<file path="src/rtl/uart_cmd_decoder_pkg.sv">
// Shared constants, error codes, parser states and digit helpers for the UART command decoder.
// Used by uart_cmd_decoder and, when UART_CMD_ACK_EN is defined, uart_ack_sender.
package uart_cmd_pkg;

    localparam logic [7:0] CH_X   = 8'h58;
    localparam logic [7:0] CH_O   = 8'h4F;
    localparam logic [7:0] CH_N   = 8'h4E;
    localparam logic [7:0] CH_CR  = 8'h0D;
    localparam logic [7:0] CH_LF  = 8'h0A;
    localparam logic [7:0] CH_ACK = 8'h4B;
    localparam logic [7:0] CH_NAK = 8'h45;

    typedef enum logic [1:0] {
        BAD_CMD   = 2'd0,
        BAD_DIGIT = 2'd1,
        NO_TERM   = 2'd2,
        TIMEOUT   = 2'd3
    } err_code_t;

    typedef enum logic [2:0] {
        ST_IDLE     = 3'd0,
        ST_GET_ROW  = 3'd1,
        ST_GET_COL  = 3'd2,
        ST_GET_END  = 3'd3,
        ST_GET_NEND = 3'd4
    } parser_state_t;

    function automatic logic is_coord_digit(input logic [7:0] b);
        return (b >= 8'h30) && (b <= 8'h32);
    endfunction

    // Only meaningful for '0'..'2', where the low two bits are the value.
    function automatic logic [1:0] coord_value(input logic [7:0] b);
        return b[1:0];
    endfunction

    function automatic logic [3:0] cell_index(input logic [1:0] row, input logic [1:0] col);
        logic [3:0] row4;
        row4 = {2'b00, row};
        return (row4 * 4'd3) + {2'b00, col};
    endfunction

endpackage

</file>
<file path="src/rtl/uart_cmd_decoder_ack_sender.sv">
// Ack byte sender toward uart_tx: a one-deep pending slot feeds an IDLE/SEND/WAIT_DONE handshake.
// Instantiated only when UART_CMD_ACK_EN is defined.
module uart_ack_sender
    import uart_cmd_pkg::*;
(
    input  logic       clk,
    input  logic       reset,
    input  logic       req_valid,
    input  logic [7:0] req_byte,
    input  logic       tx_done,
    output logic       tx_data_valid,
    output logic [7:0] tx_byte
);

    localparam logic [1:0] AS_IDLE      = 2'd0;
    localparam logic [1:0] AS_SEND      = 2'd1;
    localparam logic [1:0] AS_WAIT_DONE = 2'd2;

    logic [1:0] state_r;
    logic       pending_r;
    logic [7:0] pending_byte_r;
    logic       tx_data_valid_r;
    logic [7:0] tx_byte_r;

    // Pending slot: a fresh request always wins over an unsent older one.
    always_ff @(posedge clk or negedge reset) begin
        if (!reset) begin
            pending_r      <= 1'b0;
            pending_byte_r <= 8'h00;
        end else if (req_valid) begin
            pending_r      <= 1'b1;
            pending_byte_r <= req_byte;
        end else if ((state_r == AS_IDLE) && pending_r) begin
            pending_r      <= 1'b0;
        end else begin
            pending_r      <= pending_r;
        end
    end

    // Handshake FSM: one-cycle tx_data_valid, then hold until uart_tx reports done.
    always_ff @(posedge clk or negedge reset) begin
        if (!reset) begin
            state_r         <= AS_IDLE;
            tx_data_valid_r <= 1'b0;
            tx_byte_r       <= 8'h00;
        end else begin
            tx_data_valid_r <= 1'b0;
            case (state_r)
                AS_IDLE: begin
                    if (pending_r) begin
                        tx_data_valid_r <= 1'b1;
                        tx_byte_r       <= pending_byte_r;
                        state_r         <= AS_SEND;
                    end else begin
                        state_r         <= AS_IDLE;
                    end
                end
                AS_SEND:      state_r <= tx_done ? AS_IDLE : AS_WAIT_DONE;
                AS_WAIT_DONE: state_r <= tx_done ? AS_IDLE : AS_WAIT_DONE;
                default:      state_r <= AS_IDLE;
            endcase
        end
    end

    assign tx_data_valid = tx_data_valid_r;
    assign tx_byte       = tx_byte_r;

endmodule

</file>
<file path="src/rtl/uart_cmd_decoder.sv">
// ASCII move / new-game frame parser with registered strobes and an inter-byte timeout.
// Define UART_CMD_ACK_EN to add the 'K'/'E' acknowledgement path toward uart_tx.
module uart_cmd_decoder
    import uart_cmd_pkg::*;
#(
    parameter int CLKS_PER_BIT = 868,
    parameter int TIMEOUT_BITS = 20
) (
    input  logic       clk,
    input  logic       reset,
    input  logic       rx_data_valid,
    input  logic [7:0] rx_byte,
    output logic       move_valid,
    output logic       move_player,
    output logic [3:0] move_cell,
    output logic       new_game,
    output logic       cmd_error,
    output logic [1:0] err_code,
    output logic       busy
`ifdef UART_CMD_ACK_EN
    ,
    output logic       tx_data_valid,
    output logic [7:0] tx_byte,
    input  logic       tx_done
`endif
);

    localparam int TO_LIMIT = CLKS_PER_BIT * TIMEOUT_BITS;
    localparam int CW       = $clog2(TO_LIMIT);
    localparam logic [CW-1:0] CNT_TERM = CW'(TO_LIMIT - 1);
    localparam logic [CW-1:0] CNT_ONE  = CW'(1);

    parser_state_t state_r, next_state_s;
    logic          player_r, next_player_s;
    logic [1:0]    row_r, next_row_s;
    logic [1:0]    col_r, next_col_s;
    logic [CW-1:0] cnt_r;
    logic          move_s, new_game_s, err_s;
    err_code_t     err_code_s;

    logic          move_valid_r, move_player_r, new_game_r, cmd_error_r;
    logic [3:0]    move_cell_r;
    err_code_t     err_code_r;

    // Frame decode: what this cycle's byte (or the expiring timer) does to the parser.
    always_comb begin
        next_state_s  = state_r;
        next_player_s = player_r;
        next_row_s    = row_r;
        next_col_s    = col_r;
        move_s        = 1'b0;
        new_game_s    = 1'b0;
        err_s         = 1'b0;
        err_code_s    = BAD_CMD;
        if (rx_data_valid) begin
            case (state_r)
                ST_IDLE: begin
                    if ((rx_byte == CH_X) || (rx_byte == CH_O)) begin
                        next_player_s = (rx_byte == CH_O);
                        next_state_s  = ST_GET_ROW;
                    end else if (rx_byte == CH_N) begin
                        next_state_s  = ST_GET_NEND;
                    end else if ((rx_byte == CH_CR) || (rx_byte == CH_LF)) begin
                        next_state_s  = ST_IDLE;
                    end else begin
                        err_s         = 1'b1;
                        err_code_s    = BAD_CMD;
                    end
                end
                ST_GET_ROW: begin
                    if (is_coord_digit(rx_byte)) begin
                        next_row_s   = coord_value(rx_byte);
                        next_state_s = ST_GET_COL;
                    end else begin
                        err_s        = 1'b1;
                        err_code_s   = BAD_DIGIT;
                        next_state_s = ST_IDLE;
                    end
                end
                ST_GET_COL: begin
                    if (is_coord_digit(rx_byte)) begin
                        next_col_s   = coord_value(rx_byte);
                        next_state_s = ST_GET_END;
                    end else begin
                        err_s        = 1'b1;
                        err_code_s   = BAD_DIGIT;
                        next_state_s = ST_IDLE;
                    end
                end
                ST_GET_END: begin
                    if (rx_byte == CH_CR) begin
                        move_s       = 1'b1;
                    end else begin
                        err_s        = 1'b1;
                        err_code_s   = NO_TERM;
                    end
                    next_state_s = ST_IDLE;
                end
                ST_GET_NEND: begin
                    if (rx_byte == CH_CR) begin
                        new_game_s   = 1'b1;
                    end else begin
                        err_s        = 1'b1;
                        err_code_s   = NO_TERM;
                    end
                    next_state_s = ST_IDLE;
                end
                default: next_state_s = ST_IDLE;
            endcase
        end else if ((state_r != ST_IDLE) && (cnt_r == CNT_TERM)) begin
            err_s        = 1'b1;
            err_code_s   = TIMEOUT;
            next_state_s = ST_IDLE;
        end else begin
            next_state_s = state_r;
        end
    end

    // Parser state and latched frame fields.
    always_ff @(posedge clk or negedge reset) begin
        if (!reset) begin
            state_r  <= ST_IDLE;
            player_r <= 1'b0;
            row_r    <= 2'd0;
            col_r    <= 2'd0;
        end else begin
            state_r  <= next_state_s;
            player_r <= next_player_s;
            row_r    <= next_row_s;
            col_r    <= next_col_s;
        end
    end

    // Inter-byte timer; a byte arriving on the terminal count takes priority.
    always_ff @(posedge clk or negedge reset) begin
        if (!reset) begin
            cnt_r <= '0;
        end else if (rx_data_valid || (state_r == ST_IDLE) || err_s) begin
            cnt_r <= '0;
        end else begin
            cnt_r <= cnt_r + CNT_ONE;
        end
    end

    // Registered output strobes; move fields and err_code hold between events.
    always_ff @(posedge clk or negedge reset) begin
        if (!reset) begin
            move_valid_r  <= 1'b0;
            move_player_r <= 1'b0;
            move_cell_r   <= 4'd0;
            new_game_r    <= 1'b0;
            cmd_error_r   <= 1'b0;
            err_code_r    <= BAD_CMD;
        end else begin
            move_valid_r <= move_s;
            new_game_r   <= new_game_s;
            cmd_error_r  <= err_s;
            if (move_s) begin
                move_player_r <= player_r;
                move_cell_r   <= cell_index(row_r, col_r);
            end else begin
                move_player_r <= move_player_r;
                move_cell_r   <= move_cell_r;
            end
            if (err_s) begin
                err_code_r <= err_code_s;
            end else begin
                err_code_r <= err_code_r;
            end
        end
    end

    assign move_valid  = move_valid_r;
    assign move_player = move_player_r;
    assign move_cell   = move_cell_r;
    assign new_game    = new_game_r;
    assign cmd_error   = cmd_error_r;
    assign err_code    = err_code_r;
    assign busy        = (state_r != ST_IDLE);

`ifdef UART_CMD_ACK_EN
    logic       ack_req_s;
    logic [7:0] ack_byte_s;

    assign ack_req_s  = move_valid_r | new_game_r | cmd_error_r;
    assign ack_byte_s = cmd_error_r ? CH_NAK : CH_ACK;

    uart_ack_sender u_ack_sender (
        .clk           (clk),
        .reset         (reset),
        .req_valid     (ack_req_s),
        .req_byte      (ack_byte_s),
        .tx_done       (tx_done),
        .tx_data_valid (tx_data_valid),
        .tx_byte       (tx_byte)
    );
`endif

endmodule

</file>
<file path="config.mk">
export PLATFORM = sky130hd
export DESIGN_NAME = uart_cmd_decoder
export DESIGN_NICKNAME = d
export VERILOG_FILES = /design/src/rtl/uart_cmd_decoder_pkg.sv /design/src/rtl/uart_cmd_decoder_ack_sender.sv /design/src/rtl/uart_cmd_decoder.sv
export SDC_FILE = /design/constraint.sdc
export NUM_CORES = 1
export LEC_CHECK = 0
export BUFFER_PORTS_ARGS = -buffer_cell sky130_fd_sc_hd__buf_2
export CAP_MARGIN = 20
export CORE_ASPECT_RATIO = 0.7
export CORE_UTILIZATION = 55
export DETAILED_ROUTE_END_ITERATION = 7
export HOLD_SLACK_MARGIN = 0.06
export PLACE_DENSITY = 0.82
export SYNTH_ARGS = -nofsm -noshare
export SYNTH_HDL_FRONTEND = slang
export SYNTH_HIERARCHICAL = 1
export SYNTH_SLANG_ARGS = --single-unit
</file>
<file path="constraint.sdc">
create_clock -name clk -period 2.15 [get_ports clk]
set_input_delay 0.43 -clock clk [delete_from_list [all_inputs] [get_ports clk]]
set_output_delay 0.43 -clock clk [all_outputs]
set_load 0.01 [all_outputs]
</file>
==> impl_metrics.py <==
metrics = {
    "synth": {
        "synth_top_family_by_area": "simple AND/OR/NAND/NOR gates",
        "ys_ff_latch": 33,
        "synth-simple-area-share": 0.237,
        "synth-seq-area-share": 0.453,
        "synth-xor-area-share": 0.0625,
        "synthDistinctLibCells": 49,
        "synthCells": 170,
        "yosys_warnings": 6,
        "synth_fp_nets": 186,
        "synth_flop_cell": "dfrtp_1",
        "synth_edf_count": 0,
        "avgSynthCellArea_sq_um": 10.7,
        "async_flop_share": 1.00,
        "synth_area_sq_um": 1820,
        "synth_fa_ha_area_frac": 0.0426,
        "synth-compound-area-share": 0.0920,
        "synthMuxAreaShare": 0.0604,
    },
    "clock_network": {
        "ctsResizeCount": 0,
        "cts_setup_buffers": 0,
        "numCtsBuffers": 5,
        "ctsHoldBuffers": 0,
        "clk_path_buf_depth": 2,
        "clk_pin_slew_ns": 0.07,
        "cts.sinks": 33,
        "insertion_delay_ns": 0.28,
        "cts_root_buf": "clkbuf_8",
        "cts_tree": "yes",
        "h-tree-depth": 2,
    },
    "worst_setup_path": {
        "critPathLaunch": "rx_byte[2]",
        "cp.required_ns": 2.31,
        "crit_cells": 5,
        "path_buf_inv": 1,
        "cpPeakStageDelay_ns": 0.55,
        "crit_path_end_kind": "flip-flop",
        "crit_slowest_cell": "or4b_4",
        "r2r_cells": 5,
        "worstPathArrival_ns": 2.03,
        "worstPathCellList": "buf_2, or4b_4, a2111oi_4, nand4_1, mux2_1",
        "cp_max_fo": 4,
        "rrSetupSlack_ns": 0.33,
        "crit_type": "input port to flip-flop",
        "startpoint_type": "input port",
        "cp_top_family": "simple AND/OR/NAND/NOR gates",
        "r2r-start": "cnt_r[5]$_DFF_PN0_",
    },
    "detailed_routing": {
        "first_pass_iters": 6,
        "vias_per_cell": 5.91,
        "routed_wl_microns": 3640,
        "ant_nets": 0,
        "wl_per_cell_microns": 15.4,
        "drtIter0Drc": 96,
        "drc": 4,
        "num_vias": 1395,
    },
    "grt": {
        "use_met3": 0.0582,
        "grt_use_met1": 0.303,
        "grt_pass1_vias": 1362,
        "grt_pass1_wl_microns": 6110,
        "busiest_layer": "met2",
        "gr-total-overflow": 0,
        "grt_max_degree": 34,
        "grt_usage": 0.229,
        "antenna_found_initial": 0,
        "use_met2": 0.362,
    },
    "die": {
        "die_w_microns": 70.8,
        "num_io_pins": 22,
        "dieArea_sq_um": 3550,
        "core_sq_um": 3150,
        "die_h_microns": 50.2,
        "start_util": 0.579,
        "rows": 17,
    },
    "placed_design": {
        "dp.cells": 228,
        "portBuffers": 21,
        "pre_cts_slack_ns": -0.000716,
        "place.gp.congestion": 0.929,
        "dp_hpwl_microns": 2680,
    },
    "timing": {
        "worstMarginPinSlew_ns": 0.707,
        "timing.final.crit_share": 0.871,
        "layout_setup_ws_ns": 0.278,
        "hold_viol": 0,
        "drv_slew": 0,
        "rsz0062_at_grt": "no",
        "fin_crit_ns": 1.87,
        "relSlewSlack": 0.528,
        "clock.fmax_mhz": 534,
        "holdWs_ns": 0.203,
        "fin_tns_setup_ns": 0,
        "setup_viol": 0,
        "fin_skew_ns": 0.00430,
    },
    "layout": {
        "drive_gt1_frac": 0.273,
        "nets": 213,
        "diodes": 0,
        "syn2layout_area_growth_pct": 15.7,
        "final.fill_count": 249,
        "fin_cells": 236,
    },
    "pwr": {
        "peakVddDrop_mv": 0.310,
        "power_density_nw_per_um2": 608,
        "p_leak_nw": 0.961,
        "fin_total_pwr_w": 0.00128,
    },
    "worst_hold_path": {
        "hold_class": "input port to asynchronous set/reset pin",
    },
    "outcome": {
        "status": "complete, but fails checks",
        "violations": "DRC",
    },
    "job": {
        "cap_violations": 0,
    },
}
==> cell usage after synthesis (3+ instances only) <==
cell type  instances  area (sq um)
and2_1             3          18.8
and4_1             3          26.3
clkbuf_1           6          22.5
dfrtp_1           33           826
ha_1               3          37.5
inv_1             12          45.0
mux2_2             7          78.8
nand2_1           10          37.5
nand3_1            8          40.0
nand4_1            7          43.8
nor2_1            16          60.1
nor3_1             3          15.0
o21ai_0            3          15.0
o311ai_0           4          35.0
xor2_1            11          96.3
==> where the power goes <==
group	leakage [nW]	switching, W	internal, W
Sequential	0.448	0.00000135	0.000623
Clock	0.0585	0.000217	0.000378
Combinational	0.454	0.0000398	0.0000247
==> layout make-up <==
type	instances	area, sq um	share of cell area
clock buffer	7	86.3	0.0409
tap	38	47.5	0.0225
sequential	33	826	0.391
multi-input combinational	115	902	0.428
inverter	12	45.0	0.0214
timing repair buffer	30	173	0.0819
clock inverter	1	30.0	0.0142
==> metal layers <==
| metal | part of all wire | up-vias |
|---|---|---|
| li1 | - | 659 |
| met1 | 0.47 | 693 |
| met2 | 0.47 | 38 |
| met3 | 0.047 | 5 |
| met4 | 0.0085 | 0 |
| met5 | 0 | - |
==> path summary, 6_finish.rpt <==
path                                       endpoint
min in group clk                 cnt_r[0]$_DFF_PN0_
max                            player_r$_DFFE_PN0P_
min                        move_cell[3]$_DFFE_PN0P_
max reg2reg                  state_r[1]$_DFFE_PN0P_
min reg2reg                      cnt_r[0]$_DFF_PN0_
max in group asynchronous   err_code[0]$_DFFE_PN0P_
==> registers in the layout, indices dropped and copies added, names as in the netlist <==
name	flops
move_cell	4
player_r	1
err_code	2
col_r	2
move_valid	1
row_r	2
cmd_error	1
state_r	3
move_player	1
new_game	1
cnt_r	15
==> metrics by stage <==
| step | utilization | cell area (sq um) |
|---|---|---|
| floorplan | - | 1820 |
| global placement | 0.633 | 1990 |
| detailed placement | 0.633 | 1990 |
| CTS | 0.670 | 2110 |
| global route | 0.670 | 2110 |
| finish | 0.670 | 2110 |
==> placed cells by master (no fill, tap or decap), drive strengths merged, types with 3 or more instances in the layout <==
cell type   n
dfrtp      33
buf        30
nor2       16
inv        12
xor2       11
nand2      10
nand3       8
mux2        8
nand4       7
clkbuf      7
o311ai      4
nor3        3
o21ai       3
and2        3
and4        3
ha          3
nor4b       3
==> cells by family (layout without fill, tap and decap cells) <==
family,count (synthesis),count (layout)
simple gates,68,68
buf+inv,22,50
flops,33,33
fa+ha+maj,5,5
compound gates,19,19
mux,10,10
xor+xnor,13,13
No activity file was read; power rests on OpenSTA's default activity.
